[config.mk]
export PLATFORM = sky130hd
export DESIGN_NAME = wb_stage
export DESIGN_NICKNAME = d
export VERILOG_FILES = /design/src/rtl/core_pkg.sv /design/src/rtl/load_extend.sv /design/src/rtl/wb_stage.sv
export SDC_FILE = /design/constraint.sdc
export NUM_CORES = 1
export LEC_CHECK = 0
export ABC_AREA = 0
export CAP_MARGIN = 10
export CORE_AREA = 5 5 105 107
export CTS_CLUSTER_DIAMETER = 80
export CTS_CLUSTER_SIZE = 30
export DETAILED_ROUTE_END_ITERATION = 12
export DIE_AREA = 0 0 110 112
export PLACE_DENSITY = 0.83
export SLEW_MARGIN = 10
export SYNTH_ARGS = -nofsm -noshare
export SYNTH_HDL_FRONTEND = slang
export SYNTH_SLANG_ARGS = --single-unit
[constraint.sdc]
create_clock -name clk -period 2.3 [get_ports clk]
set_clock_uncertainty 0.2 [all_clocks]
set_input_delay 0.575 -clock clk [delete_from_list [all_inputs] [get_ports clk]]
set_output_delay 0.575 -clock clk [all_outputs]
set_load 0.02 [all_outputs]
[src/rtl/core_pkg.sv]
// Shared core definitions used by the write-back stage.
//   wb_sel_e    : write-back source select (ALU, MEM, PC4, reserved)
//   F3_*        : load funct3 encodings
//   wb_state_e  : write-back stage FSM states
package core_pkg;

   typedef enum logic [1:0] {
      WB_ALU = 2'd0,
      WB_MEM = 2'd1,
      WB_PC4 = 2'd2,
      WB_RSV = 2'd3
   } wb_sel_e;

   localparam logic [2:0] F3_LB  = 3'd0;
   localparam logic [2:0] F3_LH  = 3'd1;
   localparam logic [2:0] F3_LW  = 3'd2;
   localparam logic [2:0] F3_LBU = 3'd4;
   localparam logic [2:0] F3_LHU = 3'd5;

   typedef enum logic [1:0] {
      IDLE     = 2'd0,
      WAIT_MEM = 2'd1,
      COMMIT   = 2'd2
   } wb_state_e;

endpackage

[src/rtl/load_extend.sv]
// Load data extraction and alignment/legality check (combinational).
//   funct3 : load type
//   off    : byte offset within the word (alu_result[1:0])
//   rdata  : raw word returned by data memory
//   data   : extracted, sign/zero-extended load value
//   fault  : misaligned access or illegal funct3
module load_extend
   import core_pkg::*;
(
   input  logic [2:0]  funct3,
   input  logic [1:0]  off,
   input  logic [31:0] rdata,
   output logic [31:0] data,
   output logic        fault
);

   logic [7:0]  byte_val;
   logic [15:0] half_val;

   assign byte_val = rdata[{off, 3'b000} +: 8];
   assign half_val = rdata[{off[1], 4'b0000} +: 16];

   always_comb begin
      data  = '0;
      fault = 1'b0;
      case (funct3)
         F3_LB:  data = {{24{byte_val[7]}}, byte_val};
         F3_LBU: data = {24'd0, byte_val};
         F3_LH: begin
            data  = {{16{half_val[15]}}, half_val};
            fault = off[0];
         end
         F3_LHU: begin
            data  = {16'd0, half_val};
            fault = off[0];
         end
         F3_LW: begin
            data  = rdata;
            fault = (off != 2'd0);
         end
         default: fault = 1'b1;
      endcase
   end

endmodule

[src/rtl/wb_stage.sv]
// Write-back stage: accepts an execute bundle, performs the load (if any)
// and drives the register-file write port.
//   clk, reset                 : clock, synchronous active-high reset
//   ex_valid / ex_ready        : upstream handshake
//   ex_alu_result, ex_pc_plus4 : result / load address and link value
//   ex_rd_addr, ex_reg_wen     : destination and write enable
//   ex_wb_sel, ex_funct3       : write-back source and load type
//   dmem_*                     : data memory request / response
//   rd_addr, wdata, RegWEn     : register-file write port
//   pend_valid, pend_rd        : destination of the held bundle
//   load_fault                 : one-cycle pulse on misaligned/illegal load
module wb_stage
   import core_pkg::*;
(
   input  logic        clk,
   input  logic        reset,
   input  logic        ex_valid,
   output logic        ex_ready,
   input  logic [31:0] ex_alu_result,
   input  logic [31:0] ex_pc_plus4,
   input  logic [4:0]  ex_rd_addr,
   input  logic        ex_reg_wen,
   input  logic [1:0]  ex_wb_sel,
   input  logic [2:0]  ex_funct3,
   output logic        dmem_req,
   output logic [31:0] dmem_addr,
   input  logic        dmem_rvalid,
   input  logic [31:0] dmem_rdata,
   output logic [4:0]  rd_addr,
   output logic [31:0] wdata,
   output logic        RegWEn,
   output logic        pend_valid,
   output logic [4:0]  pend_rd,
   output logic        load_fault
);

   wb_state_e   state;
   logic [4:0]  held_rd;
   logic        held_wen;
   logic [2:0]  held_f3;
   logic [1:0]  held_off;
   logic        accept;
   logic [2:0]  le_f3;
   logic [1:0]  le_off;
   logic [31:0] le_data;
   logic        le_fault;

   assign ex_ready = !reset && (state != WAIT_MEM);
   assign accept   = ex_valid && ex_ready;
   assign rd_addr  = held_rd;
   assign pend_rd  = held_rd;

   // One extractor serves both uses: fault check on the incoming bundle at
   // acceptance, and data extraction for the held bundle in WAIT_MEM.
   assign le_f3  = (state == WAIT_MEM) ? held_f3  : ex_funct3;
   assign le_off = (state == WAIT_MEM) ? held_off : ex_alu_result[1:0];

   load_extend u_load_extend (
      .funct3 (le_f3),
      .off    (le_off),
      .rdata  (dmem_rdata),
      .data   (le_data),
      .fault  (le_fault)
   );

   always_ff @(posedge clk) begin
      if (reset) begin
         state      <= IDLE;
         held_rd    <= '0;
         held_wen   <= 1'b0;
         held_f3    <= '0;
         held_off   <= '0;
         dmem_req   <= 1'b0;
         dmem_addr  <= '0;
         wdata      <= '0;
         RegWEn     <= 1'b0;
         pend_valid <= 1'b0;
         load_fault <= 1'b0;
      end else if (state == WAIT_MEM) begin
         if (dmem_rvalid) begin
            state     <= COMMIT;
            dmem_req  <= 1'b0;
            dmem_addr <= '0;
            wdata     <= le_data;
            RegWEn    <= held_wen && (held_rd != 5'd0);
         end
      end else if (accept) begin
         held_rd    <= ex_rd_addr;
         held_wen   <= ex_reg_wen;
         held_f3    <= ex_funct3;
         held_off   <= ex_alu_result[1:0];
         pend_valid <= 1'b1;
         load_fault <= 1'b0;
         RegWEn     <= 1'b0;
         wdata      <= '0;
         state      <= COMMIT;
         case (ex_wb_sel)
            WB_ALU: begin
               wdata  <= ex_alu_result;
               RegWEn <= ex_reg_wen && (ex_rd_addr != 5'd0);
            end
            WB_PC4: begin
               wdata  <= ex_pc_plus4;
               RegWEn <= ex_reg_wen && (ex_rd_addr != 5'd0);
            end
            WB_MEM: begin
               if (le_fault) begin
                  load_fault <= 1'b1;
               end else begin
                  state     <= WAIT_MEM;
                  dmem_req  <= 1'b1;
                  dmem_addr <= {ex_alu_result[31:2], 2'b00};
               end
            end
            default: ;
         endcase
      end else begin
         state      <= IDLE;
         RegWEn     <= 1'b0;
         load_fault <= 1'b0;
         pend_valid <= 1'b0;
      end
   end

endmodule
==> flow_summary.json, run 1 <==
{
  "worst_path_max_delay_cell": "or4b_4",
  "netlist_instances": 413,
  "grt_pass1_vias": 4454,
  "first_pass_iters": 5,
  "hold_viol": 0,
  "vias": 4439,
  "rsz0062_at_grt": "yes",
  "synth.avg_cell_area_um2": 9.722,
  "route.top_layer_used": "met4",
  "fin_nets": 746,
  "tightest_slew_ns": 0.7379,
  "utilization_pct": 67.51,
  "endpoint_kind": "flop",
  "routed_wirelength_um": 16930,
  "dpl_cell_area_um2": 6277,
  "rr_endpoint": "dmem_addr[18]",
  "synth-async-reset-ratio_pct": 0,
  "fin_ws_ns": 0.006202,
  "core-area_um2": 10050,
  "rrSetupSlack_ns": 0.006,
  "synth_edf_count": 0,
  "root_buffer": "clkbuf_8",
  "grt_overflow_total": 0,
  "gp_congestion": 0.9737,
  "met2_length_um": 8368,
  "clockBufferDepth": 2,
  "relSlewSlack_pct": 50.51,
  "yosys.area.top_type": "dfxtp_1",
  "synth_cell_types": 50,
  "ir_worst_vdd_mv": 0.3780,
  "ys_warn_count": 0,
  "die_h_um": 112,
  "slew_violations": 0,
  "critPathKind": "reg2reg",
  "start_util_pct": 39.97,
  "power.density_nw_per_um2": 521.0,
  "synthFlopType": "dfxtp_1",
  "hp-start": "held_wen",
  "cts_buffers": 9,
  "yosysTopAreaCellShare_pct": 39.39,
  "fin_crit_sh_pct": 99.73,
  "num_antenna_cells": 0,
  "cts_sinks": 79,
  "grt_max_degree": 38,
  "required_ns": 2.35,
  "r2r_start": "state[1]",
  "drc_errors": 0,
  "drtIter0Drc": 406,
  "hold_end": "held_wen",
  "timing.fmax_mhz": 436.0,
  "synth.area.top_cells": "dfxtp_1 39%, mux2_2 8.4%, a22o_1 6.8%, mux2i_1 5.5%, nor2_1 3.5%",
  "final_cells": 776,
  "path_max_fanout": 15,
  "cts_tree": "done",
  "worstSetupStartpointType": "flop",
  "area_growth_pct": 68.90,
  "status": "finished clean",
  "path_cells": "buf_6 -> or4b_4 -> o31ai_4 -> o21ai_2 -> buf_4 -> o21ai_4 -> a21oi_4 -> clkbuf_16 -> a22o_1",
  "dpl.hpwl_um": 12450,
  "hold_buffers": 0,
  "clk_latency_ns": 0.35,
  "hold_class": "reg2reg",
  "fin_setup_tns_ns": 0,
  "place_inst": 747,
  "num_rows": 37,
  "worst_hold_slack_ns": 0.2661,
  "routedWlPerCell_um": 21.82,
  "cp_data_arrival_time_ns": 2.35,
  "hold_depth": 2,
  "fill_cells": 762,
  "ios": 190,
  "reg2reg_depth": 9,
  "m1WireLength_um": 6204,
  "p_leak_nw": 2.589,
  "dr_wl_met3_um": 1792,
  "final_common_cell": "clkdlybuf4s50_1",
  "drive_gt1_share_pct": 23.28,
  "fin_crit_ns": 2.294,
  "htreeDepth": 3,
  "mostFrequentLayoutCells": "180 x clkdlybuf4s50_1, 77 x dfxtp_1, 50 x buf_4",
  "ys_seq_area_share_pct": 39.39,
  "syn_area_um2": 4015,
  "max_stage_delay_ns": 0.50,
  "critPathLaunch": "state[1]",
  "ant_nets": 0,
  "total_power_mw": 3.533,
  "io_buffers": 187,
  "ys_seq_elements": 79,
  "preCtsSetupSlack_ns": -0.5079,
  "clkTransAtPathRegs_ns": 0.10,
  "die-area_um2": 12320,
  "grt.total_usage_pct": 25.52,
  "design_area_um2": 6782,
  "setup_viol": 0,
  "grt_first_pass_wirelength_um": 24410,
  "viasPerCell": 5.720,
  "antenna_found_initial": 0,
  "drv_cap": 0,
  "dieWidth_um": 110
}
synth_stat cells, types with 2 or more instances:
cell type and instances:
dfxtp_1 79, nor2_1 37, a22o_1 31, mux2_2 30
mux2i_1 22, clkbuf_1 20, o21ai_0 20, nand2_1 19
a22oi_1 18, a211oi_1 15, nand2b_1 11, a211oi_2 10
buf_4 10, a21oi_1 9, a222oi_1 7, a32o_1 7
o21ai_1 7, a221oi_1 5, buf_2 5, nand3b_1 4
nor2b_1 4, a21oi_2 3, a31oi_1 3, buf_6 3
inv_1 3, and2_1 2, nor3_1 2, o221ai_1 2
o22ai_2 2, or3_1 2, or4_1 2
worst max path at each step:
stage	endpoint	slack, ns	cells past startpoint
after floorplan	ex_ready	0.09	4
after global placement	dmem_addr[4]	-0.41	7
after detailed placement	wdata[3]	-0.51	7
after CTS	wdata[10]	0.008	7
after global routing	dmem_addr[18]	-0.03	9
final	dmem_addr[18]	0.006	9
registers in the layout (all words and copies together), names as in the netlist:
signal      count
load_fault      1
held_wen        1
state           2
pend_valid      1
RegWEn          1
dmem_req        1
held_f3         3
held_off        2
pend_rd         5
dmem_addr      30
wdata          32
routing by layer:
| layer | global-route usage (%) | vias up |
|---|---|---|
| met2 | 43.24 | 273 |
| li1 | - | 2015 |
| met4 | 9.227 | 0 |
| met3 | 6.725 | 48 |
| met5 | 0 | - |
| met1 | 30.62 | 2103 |
where the power goes:
| part | switching, mW | internal (mW) |
|---|---|---|
| registers | 0.0429 | 1.43 |
| logic | 0.439 | 0.498 |
| clock network | 0.596 | 0.526 |
layout make-up:
cell class | count | area, um2 | share of cell area [%]
Clock buffer | 9 | 123.9 | 1.827
Clock inverter | 7 | 91.34 | 1.347
Inverter | 3 | 11.26 | 0.1661
Multi-Input combinational cell | 293 | 2322 | 34.24
Sequential cell | 79 | 1584 | 23.36
Tap cell | 136 | 170.2 | 2.509
Timing Repair Buffer | 249 | 2479 | 36.55
critical path, delay by kind of cell (launching register included):
family	cells	cell delay, ns
buf+inv	3	0.49
simple gates	1	0.50
flops	1	0.34
compound gates	5	0.67
logic make-up after synthesis:
logic type / Yosys count / synth area share [%]
compound gates: 148 / 29.45
buf+inv: 42 / 5.578
flops: 79 / 39.39
mux: 53 / 14.46
other cells: 1 / 0.09340
simple gates: 90 / 11.03
repair_timing:
item	CTS	global route
endpoints found under the setup margin	50	51
buffers inserted	5	6
pin swaps	3	4
cloned	1	2
gates resized for setup	13	19
No activity file was read; power rests on OpenSTA's default activity.
==> inputs of run 2 (changes only) <==
SLEW_MARGIN = default   (was 10)
==> results of run 2 <==
Final layout, timing and power as in run 1 (identical DEF).
==> inputs of run 3 (changes only) <==
ABC_AREA = 1   (was 0)
CORE_AREA = 5 5 110 112   (was 5 5 105 107)
DIE_AREA = 0 0 115 117   (was 0 0 110 112)
==> flow_summary.json, run 3 <==
{
  "status": "finished clean",
  "ir_worst_vdd_mv": 0.4735,
  "yosys.area.top_type": "dfxtp_1",
  "vias": 5653,
  "cts_sinks": 79,
  "endpoint_kind": "primary output",
  "ys_seq_elements": 79,
  "netlist_instances": 783,
  "num_rows": 39,
  "root_buffer": "clkbuf_16",
  "clk_latency_ns": 0.33,
  "final_common_cell": "nand2_1",
  "hold_buffers": 0,
  "die_h_um": 117,
  "path_max_fanout": 2,
  "tightest_slew_ns": 0.5272,
  "mostFrequentLayoutCells": "203 x nand2_1, 186 x clkdlybuf4s50_1, 98 x inv_1",
  "drtIter0Drc": 539,
  "synth-async-reset-ratio_pct": 0,
  "design_area_um2": 7236,
  "timing.fmax_mhz": 442.3,
  "relSlewSlack_pct": 64.72,
  "dieWidth_um": 115,
  "final_cells": 1110,
  "hold_class": "reg2reg",
  "ys_seq_area_share_pct": 33.75,
  "clockBufferDepth": 2,
  "gp_congestion": 0.8581,
  "utilization_pct": 65.04,
  "largest_reg_flops": 32,
  "syn_area_um2": 4686,
  "antenna_found_initial": 0,
  "dpl.hpwl_um": 13020,
  "synth_edf_count": 0,
  "grt_first_pass_wirelength_um": 27150,
  "routed_wirelength_um": 17080,
  "cp_data_arrival_time_ns": 1.49,
  "slew_violations": 0,
  "first_pass_iters": 5,
  "drc_errors": 0,
  "viasPerCell": 5.093,
  "yosysTopAreaCellShare_pct": 33.75,
  "die-area_um2": 13460,
  "place_inst": 1092,
  "fin_nets": 1073,
  "fill_cells": 994,
  "fin_crit_sh_pct": 98.30,
  "synth_common_cells": "207 x nand2_1, 98 x inv_1, 83 x nand3_1",
  "ant_nets": 0,
  "ios": 190,
  "drv_cap": 0,
  "area_growth_pct": 54.42,
  "cts_buffers": 9,
  "setup_viol": 0,
  "synthFlopType": "dfxtp_1",
  "grt_max_degree": 39,
  "cts_tree": "done",
  "total_power_mw": 3.992,
  "required_ns": 1.52,
  "grt_pass1_vias": 5511,
  "grt_overflow_total": 0,
  "num_antenna_cells": 0,
  "worst_hold_slack_ns": 0.2519,
  "hold_viol": 0,
  "p_leak_nw": 3.277,
  "start_util_pct": 42.12,
  "ys_warn_count": 0,
  "core-area_um2": 11130,
  "synth_cell_types": 26,
  "critPathKind": "in2out",
  "power.density_nw_per_um2": 551.7,
  "drive_gt1_share_pct": 7.653,
  "worstSetupStartpointType": "primary input",
  "routedWlPerCell_um": 15.38,
  "synth.avg_cell_area_um2": 5.984,
  "synth.area.top_cells": "dfxtp_1 34%, nand2_1 17%, nand3_1 8.9%, o21ai_0 8.3%, inv_1 7.9%",
  "yosysMostFrequentCell": "nand2_1",
  "io_buffers": 187,
  "fin_crit_ns": 2.261,
  "top_register": "wdata",
  "clkTransAtPathRegs_ns": 0.06,
  "grt.total_usage_pct": 25.00,
  "htreeDepth": 3,
  "dpl_cell_area_um2": 6807
}
-- run 3: changes by cell type after synthesis, moves of 30 or more --
| cell | before | now |
|---|---|---|
| a21oi_1 | 9 | 65 |
| a22o_1 | 31 | 0 |
| inv_1 | 3 | 98 |
| mux2_2 | 30 | 0 |
| nand2_1 | 19 | 207 |
| nand3_1 | 0 | 83 |
| nor2_1 | 37 | 78 |
| o21ai_0 | 20 | 78 |
-- run 3: final timing paths --
kind | startpoint | end | slack, ns | depth (start not counted)
max | reset | ex_ready | 0.04 | 3
max reg2reg | state[1] | wdata[13] | 0.18 | 11
min reg2reg | wdata[1] | wdata[1] | 0.25 | 2
min | wdata[1] | wdata[1] | 0.25 | 2
-- run 3: critical path, stage by stage --
cell	delay [ns]
clkdlybuf4s50_1	0.42
nor2_1	0.14
dlygate4sd2_1	0.35
-- run 3: metrics by stage --
| stage | setup WS, ns | setup TNS [ns] |
|---|---|---|
| floorplan | 0.2736 | 0 |
| global placement | -0.2531 | -9.840 |
| detailed placement | -0.2865 | -10.93 |
| CTS | 0.03470 | 0 |
| global route | -0.01896 | -0.1299 |
| finish | 0.03908 | 0 |
-- run 3: cells by family after synthesis --
group	synth area share (%)
buf+inv	14.47
other cells	0.08003
simple gates	33.91
flops	33.75
compound gates	17.78
-- run 3: repair_timing --
item                       4_1_cts  5_1_grt
cloned                           0        2
buffers inserted                 0        0
resized for setup                2       10
setup endpoints to repair        2       25
pin swaps                        0        3
-- run 3: power by group --
group	total, mW	internal, mW	switching, mW
registers	1.46	1.43	0.0365
logic	0.881	0.423	0.458
clock network	1.65	1.09	0.555
-- run 3: area by class of cell --
cell class	count	area (um2)	area share [%]
clock inverter	3	90.09	1.245
timing repair buffer	223	2263	31.28
sequential	79	1582	21.86
tap	143	178.9	2.473
clock buffer	13	250.2	3.458
multi-input combinational	544	2475	34.20
inverter	105	396.6	5.482
-- run 3: layer usage --
metal / vias up / share of wire, % / global-route usage (%)
li1: 2826 / - / -
met5: - / 0 / 0
met3: 35 / 8.9 / 5.707
met1: 2539 / 42 / 32.82
met4: 0 / 3.1 / 11.19
met2: 253 / 46 / 39.35
==> RTL edit, RTL diff (config.mk and constraints of run 3) <==
The 3 states of `wb_state_e` get a one-hot encoding in 3 bits.
--- a/src/rtl/core_pkg.sv
+++ b/src/rtl/core_pkg.sv
@@ -19,6 +19,6 @@
 
-   typedef enum logic [1:0] {
-      IDLE     = 2'd0,
-      WAIT_MEM = 2'd1,
-      COMMIT   = 2'd2
+   typedef enum logic [2:0] {
+      IDLE     = 3'b001,
+      WAIT_MEM = 3'b010,
+      COMMIT   = 3'b100
    } wb_state_e;
Behaviour: no difference found for any inputs over 4 cycles, from zero or initial values and one cycle with reset high; so few cycles prove little.
==> RTL edit against run 3 <==
Sequential share of layout area increased by 0.20 points. First-iteration DRC count fell by 35%. Power up 0.78%. Routed wire length rose by 0.29%. Combinational power decreased by 2%. Worst setup slack improved by 44 ps. Cell area up 0.36%. Sequential cell count increased by 1. Synthesized area up 0.48%. Largest power group unchanged.
==> RTL edit: results (changes against run 3) <==
Status:
- Status: completed (unchanged).

Timing:
- The transition time at the pin with the least slew margin was 506 ps (was 527 ps).

Synthesis:
- The area of the mapped netlist is 4710 um2 (was 4690 um2).
- The flip-flop and latch count after synthesis is 80 (was 79).
- Top cells by count, synth: sky130_fd_sc_hd__nand2_1, sky130_fd_sc_hd__nor2_1, sky130_fd_sc_hd__o21ai_0, sky130_fd_sc_hd__nand3_1, sky130_fd_sc_hd__inv_1 (was sky130_fd_sc_hd__nand2_1, sky130_fd_sc_hd__inv_1, sky130_fd_sc_hd__nand3_1, sky130_fd_sc_hd__dfxtp_1).
- The distinct cell type count of the synthesized netlist is 28 (was 26).
- Top area cells in the synthesized netlist: sky130_fd_sc_hd__dfxtp_1, sky130_fd_sc_hd__nand2_1, sky130_fd_sc_hd__o21ai_0 (was sky130_fd_sc_hd__dfxtp_1, sky130_fd_sc_hd__nand2_1, sky130_fd_sc_hd__nand3_1).
- The part of the Yosys area used for sequential elements was 0.340 (was 0.338).
- The cell count after synthesis is 772 (was 783).

Placement:
- The minimum setup slack after placement came to -310 ps (was -286 ps).
- The final estimated routing congestion in global placement is 0.940 (was 0.858).
- The post-placement cell count is 1,089 (was 1,092).
- The HPWL reported at the end of detailed placement is 13,000 um (about the same).
- The placed instance area is 6890 um2 (was 6810 um2).

Route:
- The total number of vias came to 5,669 (was 5,653).
- The wire length per cell is 15.5 um (was 15.4 um).
- The number of violations reported at the end of detailed-routing iteration 0 is 348 (was 539).
- The number of detailed-routing iterations run before antenna repair is 6 (was 5).

Min path:
- The start point of the worst hold path is dmem_addr[20] (was wdata[1]).

Critical path:
- The data arrival time of the critical path was 1440 ps (was 1490 ps).
- The launch instance of the worst register-to-register path is state[0] (was state[1]).

Cells and area:
- The number of nets in the finished design was 1,071 (was 1,073).
- The proportion of layout cells with a drive suffix above 1 is 0.0870 (was 0.0765).
- The number of filler instances in the final layout is 1,006 (was 994).

Global routing:
- The via count of the first global-routing pass is 5,444 (was 5,511).
- The global-route wire length before repair is 27,300 um (was 27,200 um).
- The maximum number of pins on one net before global-route repair is 52 (was 39).
- The global-route usage over all layers is 0.254 (was 0.250).

Pwr:
- The leakage power of the design is 3.22 nW (was 3.28 nW).
[RTL edit: cell types whose count changed after synthesis, moves of 4 or more]
cell / change
sky130_fd_sc_hd__buf_4: +6
sky130_fd_sc_hd__clkbuf_1: -9
sky130_fd_sc_hd__inv_1: -17
sky130_fd_sc_hd__nand2_1: -34
sky130_fd_sc_hd__nand3_1: +4
sky130_fd_sc_hd__nor2_1: +24
sky130_fd_sc_hd__o211ai_1: -4
sky130_fd_sc_hd__o21ai_0: +11
[RTL edit: repair_timing]
action | 4_1_cts | 5_1_grt
endpoints found under the setup margin | 1 | 42
cloned | 0 | 0
pin swaps | 0 | 1
resized for setup | 4 | 2
setup buffers | 0 | 3
endpoints found under the hold margin | 0 | 0
[RTL edit: path summary, 6_finish.rpt]
kind                                       to  cells past startpoint  slack (ps)
worst min-delay path            dmem_addr[20]                      2         260
worst max-delay path                 ex_ready                      5          80
worst min register to register  dmem_addr[20]                      2         260
worst max register to register  dmem_addr[25]                     11         200
[RTL edit: per-layer routing]
| metal | routed length, um | vias to the layer above | track usage |
|---|---|---|---|
| met5 | 0 | - | 0 |
| met4 | 515 | 0 | 0.104 |
| met3 | 1580 | 42 | 0.0684 |
| met2 | 7610 | 254 | 0.396 |
| met1 | 7430 | 2533 | 0.333 |
| li1 | - | 2840 | - |
[RTL edit: area by class of cell]
cell class              instances  area share
repair buffers                232       0.319
clock inverters                 5      0.0143
flip-flops and latches         80       0.221
well taps                     143      0.0246
inverters                      89      0.0463
clock buffers                  11      0.0334
multi-input cells             548       0.342
[RTL edit: critical path, cell delays in order]
cell and delay, ps:
sky130_fd_sc_hd__clkdlybuf4s50_1 490, sky130_fd_sc_hd__clkinv_1 90, sky130_fd_sc_hd__nand2_1 80, sky130_fd_sc_hd__inv_1 50, sky130_fd_sc_hd__buf_2 160
[RTL edit: cells by family after synthesis]
family,Yosys count,share of synthesized area
flops,80,0.340
other cells,1,0.000796
buf+inv,145,0.135
compound gates,167,0.185
simple gates,379,0.339
[RTL edit: where the power goes]
| group | switching (mW) | internal (mW) | leakage, nW |
|---|---|---|---|
| clock | 0.583 | 1.09 | 0.170 |
| combinational | 0.443 | 0.425 | 2.40 |
| sequential | 0.0369 | 1.44 | 0.653 |
[RTL edit: per-stage QoR]
stage | utilization | setup TNS, ps
after floorplan | - | 0
after global placement | 0.619 | -6760
after detailed placement | 0.619 | -8080
after CTS | 0.650 | 0
after global routing | 0.653 | -86.5
final | 0.653 | 0
